--- src/rtl/cs_accum.sv ---
// cs_accum: carry-save accumulator and two-cycle resolver for MAC adder-tree outputs.
// Beats of redundant (sum, carry) vectors fold into a carry-save running total with
// no carry propagation. The last beat of a packet triggers a split low/high
// carry-propagate add, and the binary total is offered on a valid/ready port.
// Optional feature macro: CS_ACCUM_SAT_EN (saturate out_data and flag out_ovf when the
// total does not fit in ACC_W bits). When undefined, out_data wraps and out_ovf is 0.
module cs_accum #(
    parameter int WIDTH = 8,
    parameter int ACC_W = 16
) (
    input  logic             clk,
    input  logic             reset,
    input  logic             in_valid,
    output logic             in_ready,
    input  logic [WIDTH-1:0] in_sum,
    input  logic [WIDTH-1:0] in_carry,
    input  logic             in_last,
    output logic             out_valid,
    input  logic             out_ready,
    output logic [ACC_W-1:0] out_data,
    output logic             out_ovf
);

    localparam int IW = ACC_W + 4;
    localparam int L  = IW / 2;
    localparam int H  = IW - L;

    typedef enum logic [1:0] {
        ACC    = 2'd0,
        RES_LO = 2'd1,
        RES_HI = 2'd2,
        OUT    = 2'd3
    } state_t;

    state_t state;
    state_t state_next;

    logic [IW-1:0] acc_s;
    logic [IW-1:0] acc_c;
    logic [L-1:0]  lo_sum;
    logic          lo_cy;
    logic          accept;

    logic [IW-1:0] ext_sum;
    logic [IW-1:0] ext_carry;
    logic [IW-1:0] r1_s;
    logic [IW-1:0] r1_c;
    logic [IW-1:0] r2_s;
    logic [IW-1:0] r2_c;
    logic [L:0]    lo_add;

`ifdef CS_ACCUM_SAT_EN
    logic [H-1:0]  hi_add;
    logic [IW-1:0] total;
`else
    logic [ACC_W-L-1:0] hi_add;
    logic [ACC_W-1:0]   total;
`endif

    assign accept = in_valid && in_ready;

    // State register; reset drops any partial packet or pending result
    always_ff @(posedge clk or posedge reset) begin
        if (reset) begin
            state <= ACC;
        end else begin
            state <= state_next;
        end
    end

    // Next-state: accumulate until the last beat, resolve in two steps, hold until consumed
    always_comb begin
        state_next = state;
        case (state)
            ACC:     if (accept && in_last) state_next = RES_LO;
            RES_LO:  state_next = RES_HI;
            RES_HI:  state_next = OUT;
            OUT:     if (out_ready) state_next = ACC;
            default: state_next = ACC;
        endcase
    end

    // Handshake outputs are pure functions of state so they never glitch with inputs
    always_comb begin
        in_ready  = 1'b0;
        out_valid = 1'b0;
        case (state)
            ACC:     in_ready  = 1'b1;
            OUT:     out_valid = 1'b1;
            default: begin
                in_ready  = 1'b0;
                out_valid = 1'b0;
            end
        endcase
    end

    // 4:2 compression as two full-adder rows; the carry out of the top bit falls off the shift
    always_comb begin
        ext_sum   = IW'(in_sum);
        ext_carry = IW'({in_carry, 1'b0});
        r1_s      = acc_s ^ acc_c ^ ext_sum;
        r1_c      = ((acc_s & acc_c) | (acc_s & ext_sum) | (acc_c & ext_sum)) << 1;
        r2_s      = r1_s ^ r1_c ^ ext_carry;
        r2_c      = ((r1_s & r1_c) | (r1_s & ext_carry) | (r1_c & ext_carry)) << 1;
    end

    // Split carry-propagate add: low half feeds a registered carry into the high half
    always_comb begin
        lo_add = {1'b0, acc_s[L-1:0]} + {1'b0, acc_c[L-1:0]};
`ifdef CS_ACCUM_SAT_EN
        hi_add = acc_s[IW-1:L] + acc_c[IW-1:L] + H'(lo_cy);
`else
        hi_add = acc_s[ACC_W-1:L] + acc_c[ACC_W-1:L] + (ACC_W-L)'(lo_cy);
`endif
        total  = {hi_add, lo_sum};
    end

    // Running carry-save total, cleared once its value has been resolved
    always_ff @(posedge clk or posedge reset) begin
        if (reset) begin
            acc_s <= '0;
            acc_c <= '0;
        end else begin
            case (state)
                ACC: begin
                    if (accept) begin
                        acc_s <= r2_s;
                        acc_c <= r2_c;
                    end
                end
                RES_HI: begin
                    acc_s <= '0;
                    acc_c <= '0;
                end
                default: begin
                    acc_s <= acc_s;
                    acc_c <= acc_c;
                end
            endcase
        end
    end

    // Low half of the resolve, captured between the two add cycles
    always_ff @(posedge clk or posedge reset) begin
        if (reset) begin
            lo_sum <= '0;
            lo_cy  <= 1'b0;
        end else if (state == RES_LO) begin
            lo_sum <= lo_add[L-1:0];
            lo_cy  <= lo_add[L];
        end
    end

`ifdef CS_ACCUM_SAT_EN
    // Result register: saturate when any guard bit of the total is set
    always_ff @(posedge clk or posedge reset) begin
        if (reset) begin
            out_data <= '0;
            out_ovf  <= 1'b0;
        end else if (state == RES_HI) begin
            if (|total[IW-1:ACC_W]) begin
                out_data <= '1;
                out_ovf  <= 1'b1;
            end else begin
                out_data <= total[ACC_W-1:0];
                out_ovf  <= 1'b0;
            end
        end
    end
`else
    // Result register: the total wraps modulo 2^ACC_W
    always_ff @(posedge clk or posedge reset) begin
        if (reset) begin
            out_data <= '0;
        end else if (state == RES_HI) begin
            out_data <= total;
        end
    end

    assign out_ovf = 1'b0;
`endif

endmodule

--- config.mk ---
export PLATFORM = sky130hd
export DESIGN_NAME = cs_accum
export DESIGN_NICKNAME = d
export VERILOG_FILES = /design/src/rtl/cs_accum.sv
export SDC_FILE = /design/constraint.sdc
export NUM_CORES = 1
export LEC_CHECK = 0
export ABC_CLOCK_PERIOD_IN_PS = 2300
export CAP_MARGIN = 25
export CORE_MARGIN = 2
export CORE_UTILIZATION = 45
export DETAILED_ROUTE_END_ITERATION = 6
export HOLD_SLACK_MARGIN = 0.1
export PLACE_DENSITY = 0.67
export SLEW_MARGIN = 20
export SYNTH_ARGS = -nofsm -noshare
export SYNTH_HDL_FRONTEND = slang
export SYNTH_SLANG_ARGS = --single-unit
--- constraint.sdc ---
create_clock -name clk -period 2.3 [get_ports clk]
set_input_delay 0.46 -clock clk [delete_from_list [all_inputs] [get_ports clk]]
set_output_delay 0.46 -clock clk [all_outputs]
set_load 0.01 [all_outputs]
[After elaboration in Yosys (flattened, before gate mapping)]
Index checks and enable logic that the tools add are counted.
W data, S select, Z words.
Word-level totals
  word-level logic and storage cells: 44
  bits in registers: 69
  output and inout port bits: 19
  input port bits: 21
Operators by class
  multiplexer cells: 9
  bitwise operators: 14
  reductions and logical operators: 6
  eq/ne operators: 6
  add/sub/neg operators: 3
Operator list (count)
  $pmux W20 S2: 2
  $or A19 B19 Y19: 4
  $mux W20: 2
  $xor A20 B20 Y20: 2
  $and A19 B19 Y19: 2
  $and A19 B8 Y19: 2
  $and A19 B9 Y19: 2
  $xor A20 B8 Y20: 1
  $xor A20 B9 Y20: 1
  $add A10 B10 Y11: 1
  $pmux W2 S4: 1
  $add A6 B1 Y6: 1
  $add A6 B6 Y6: 1
  $ne A2 B2 Y1 const B: 3
  $eq A2 B2 Y1 const B: 2
  $mux W2: 2
  $reduce_and A2 Y1: 2
  $eq A2 B1 Y1 const B: 1
  $logic_and A1 B1 Y1: 2
  $logic_not A2 Y1: 1
  $mux W1: 2
  $reduce_bool A2 Y1: 1

[Logic depth before layout (Yosys ltp)]
  depth in word-level cells: 8
  gate-level depth with buffers: 8
  depth with buffers taken out: 8

[Worst setup path before layout]
No wires, ideal clock.
  path kind: register to register
  start point: register acc_s[2]
  end point: register lo_cy
  path slack: 324 ps
  cell stages (with the launch flop): 7
  library setup time: 131 ps
  period minus slack after synthesis: 1976 ps
  data required time: 2169 ps
  arrival time: 1845 ps
  cells stage by stage: dfrtp_1 ha_1 fa_1 a211oi_2 o21bai_1 a2111oi_1 nor2_1
On the way
  word-level cells in the longest chain between the ends: 1
Ends and longest elaborated chain
  from (decl): RTL line 38  | logic [IW-1:0] acc_s;
  from (signal assigned): RTL line 127  | acc_s <= r2_s;
  from (signal assigned): RTL line 136  | acc_s <= acc_s;
  $add A10 B10 Y11: RTL line 109  | lo_add = {1'b0, acc_s[L-1:0]} + {1'b0, acc_c[L-1:0]};
  to (signal assigned): RTL line 150  | lo_cy <= lo_add[L];
  to (decl): RTL line 41  | logic lo_cy;
Every way passes these cells.
A chain may end at the register's enable or synchronous reset.

[Final worst setup path]
  start point: register state[1]
  end point: output port in_ready
On the way
  word-level cells in the longest chain between the ends: 2
Ends and longest elaborated chain
  from (decl): RTL line 35  | state_t state;
  from (signal assigned): RTL line 67  | state <= state_next;
  $logic_not A2 Y1: RTL line 87  | case (state)
  $mux W1: RTL line 87
  to (decl): RTL line 14  | output logic in_ready,
Every way passes these cells.

==> flow_summary.ini <==
[grt]
grt_max_degree = 31
grt_pass1_vias = 2244
use_met3_pct = 4.53
grt_util_met1_pct = 20.8
use_met2_pct = 28.7
grt_busiest_layer = met2
track_usage_pct = 16.9
antenna_found_initial = 0
grt-ovfl-total = 0
grt_pass1_wl_mm = 10.8

[timing]
finalCritPeriodShare_pct = 94.2
setup_viol = 0
tightest_slew_ps = 536
min_period_ps = 2170
hold_slack_ps = 479
slew_headroom_pct = 64.2
tns_ps = 0
max_freq_mhz = 461
hold_viol_final = 0
fin_skew_ps = 8.29
slew_violations = 0
rsz0062_at_grt = false

[cts]
clockBufferDepth = 2
cts-resized-gates = 0
clock_sinks = 59
cts_made_buffers = 9
cts_setup_buffers = 0
cts_tree = done
cts-root-buf = clkbuf_8
hold_buffers = 0
clk_latency_ps = 340
h-tree-depth = 3
clk_pin_slew_worst_paths_ps = 70

[pwr]
cellLeakagePower_nw = 1.93
peakVddDrop_mv = 0.513
p_per_area_nw_per_um2 = 1170

[floorplan]
std_cell_rows = 31
die_height_um = 89.7
fp.dieW_um = 89.7
start_util_pct = 46.1
pin_count = 40
core-area_um2 = 7180
die_area_um2 = 8050

[run]
maxCapViolations = 0

[detailed_routing]
vias = 2121
drt_first_pass_iters = 4
drc = 0
postRouteAntennaNets = 0
via_per_inst = 5.16
drt_iter0_drc = 73
wl_per_cell_um = 15.1
drt-total-wl_mm = 6.19

[synth]
synth_edf_count = 0
yosys.area.top_type = dfrtp_1
synthTopCellsByCount = dfrtp_1, a22o_1, ha_1, fa_1
yosysWarnings = 0
synth.area.top_cells = dfrtp_1, fa_1, ha_1
synthArstFlopShare_pct = 100
yosysTopAreaCellShare_pct = 44.6
ys_types = 43
synth-seq-cells = 59
avgSynthCellArea_um2 = 12.6
syn_nets = 331
synth_area_um2 = 3310
synth_cells = 263
synth_most_common_cell = dfrtp_1
yosysSeqAreaShare_pct = 44.6
synth_flop_cell = dfrtp_1

[run_status]
status = finished clean

[place]
dp_hpwl_mm = 4.48
io_buffers = 38
routabilityCongestion = 0.819
dp.cells = 397

[cells_and_area]
final_cells = 411
area_delta_synth_final_pct = 22.3
finalNetCount = 377
antenna_cells = 0
postLayoutCoreUtil_pct = 56.4
fill_cells = 628
drive_gt1_share_pct = 15.4

[hold_path]
min_path_type = in2async

[worst_setup_path]
start_kind = flip-flop
critPathKind = reg2out
required_ps = 1840
crit_fanout = 5
worst-path-buf-inv = 2
crit_arrival_ps = 1710
cp_top_family = buffers and inverters
critPathCaptureType = primary output
worst_path_max_delay_cell = clkdlybuf4s50_1
path_cells = inv_1 > ha_1 > clkdlybuf4s50_1
cpPeakStageDelay_ps = 570
kinds of logic (layout without fill, tap and decap cells):
kind of cell	count (synthesis)	in the layout	share of synthesized area [%]
AND/OR/NAND/NOR	36	36	5.45
flip-flops	59	59	44.6
XOR/XNOR	7	7	1.85
multiplexers	20	20	6.73
adder cells (fa/ha/maj)	47	47	22.5
buffers and inverters	29	78	3.74
other	1	1	0.113
AO/OA/AOI/OAI	64	64	14.9
path summary, 6_finish.rpt:
kind,to,from,depth (start not counted),slack [ps]
hold reg to reg,acc_s[15],acc_s[15],1,500
setup / recovery,in_ready,state[1],3,130
min in group clk,acc_s[15],acc_s[15],1,500
setup reg to reg,lo_cy,acc_s[2],6,150
max in group asynchronous,acc_s[9],reset,3,1320
hold / removal,out_data[0],reset,2,480
cell type report:
cell class / instances / area (um2) / area share, %
inverters: 19 / 71.3 / 1.76
clock inverters: 2 / 35.0 / 0.866
repair buffers: 45 / 458 / 11.3
flip-flops and latches: 59 / 1480 / 36.5
multi-input cells: 175 / 1720 / 42.4
clock buffers: 12 / 165 / 4.08
well taps: 99 / 124 / 3.06
sequential cells by signal, indices dropped and copies added (netlist names):
signal / cells
acc_c: 14
acc_s: 16
lo_cy: 1
state: 2
out_data: 16
lo_sum: 10
cell usage in the layout (no fill, tap or decap), drive strengths merged, types with 3 or more instances in the layout:
| master | synthesis | routed |
|---|---|---|
| dfrtp | 59 | 59 |
| clkdlybuf4s50 | 0 | 38 |
| a22o | 26 | 26 |
| ha | 26 | 26 |
| fa | 21 | 21 |
| inv | 19 | 19 |
| mux2 | 18 | 18 |
| nand2 | 14 | 14 |
| clkbuf | 2 | 12 |
| o21ai | 11 | 11 |
| nor2 | 9 | 9 |
| a21oi | 7 | 7 |
| buf | 8 | 7 |
| a211oi | 6 | 6 |
| xor2 | 4 | 4 |
| nand3b | 3 | 3 |
| xnor2 | 3 | 3 |
where the power goes:
group	internal (mW)	total [mW]	switching [mW]
combinational	1.06	2.12	1.07
clock	0.575	0.980	0.405
sequential	1.38	1.64	0.257
total	3.01	4.74	1.73
layer usage:
layer | vias to the layer above | wire (um)
li1 | 1023 | -
met1 | 1054 | 2770
met2 | 33 | 3110
met3 | 11 | 206
met4 | 0 | 104
met5 | - | 0
through the flow:
step / setup WS, ps / power [mW] / cell area (um2)
floorplan: 324 / 3.07 / 3310
global placement: 113 / 3.71 / 3840
detailed placement: 61.3 / 3.79 / 3840
CTS: 91.8 / 4.79 / 4040
global route: 3.19 / 5.11 / 4050
finish: 133 / 4.74 / 4050
(Power assumes the default switching activity.)
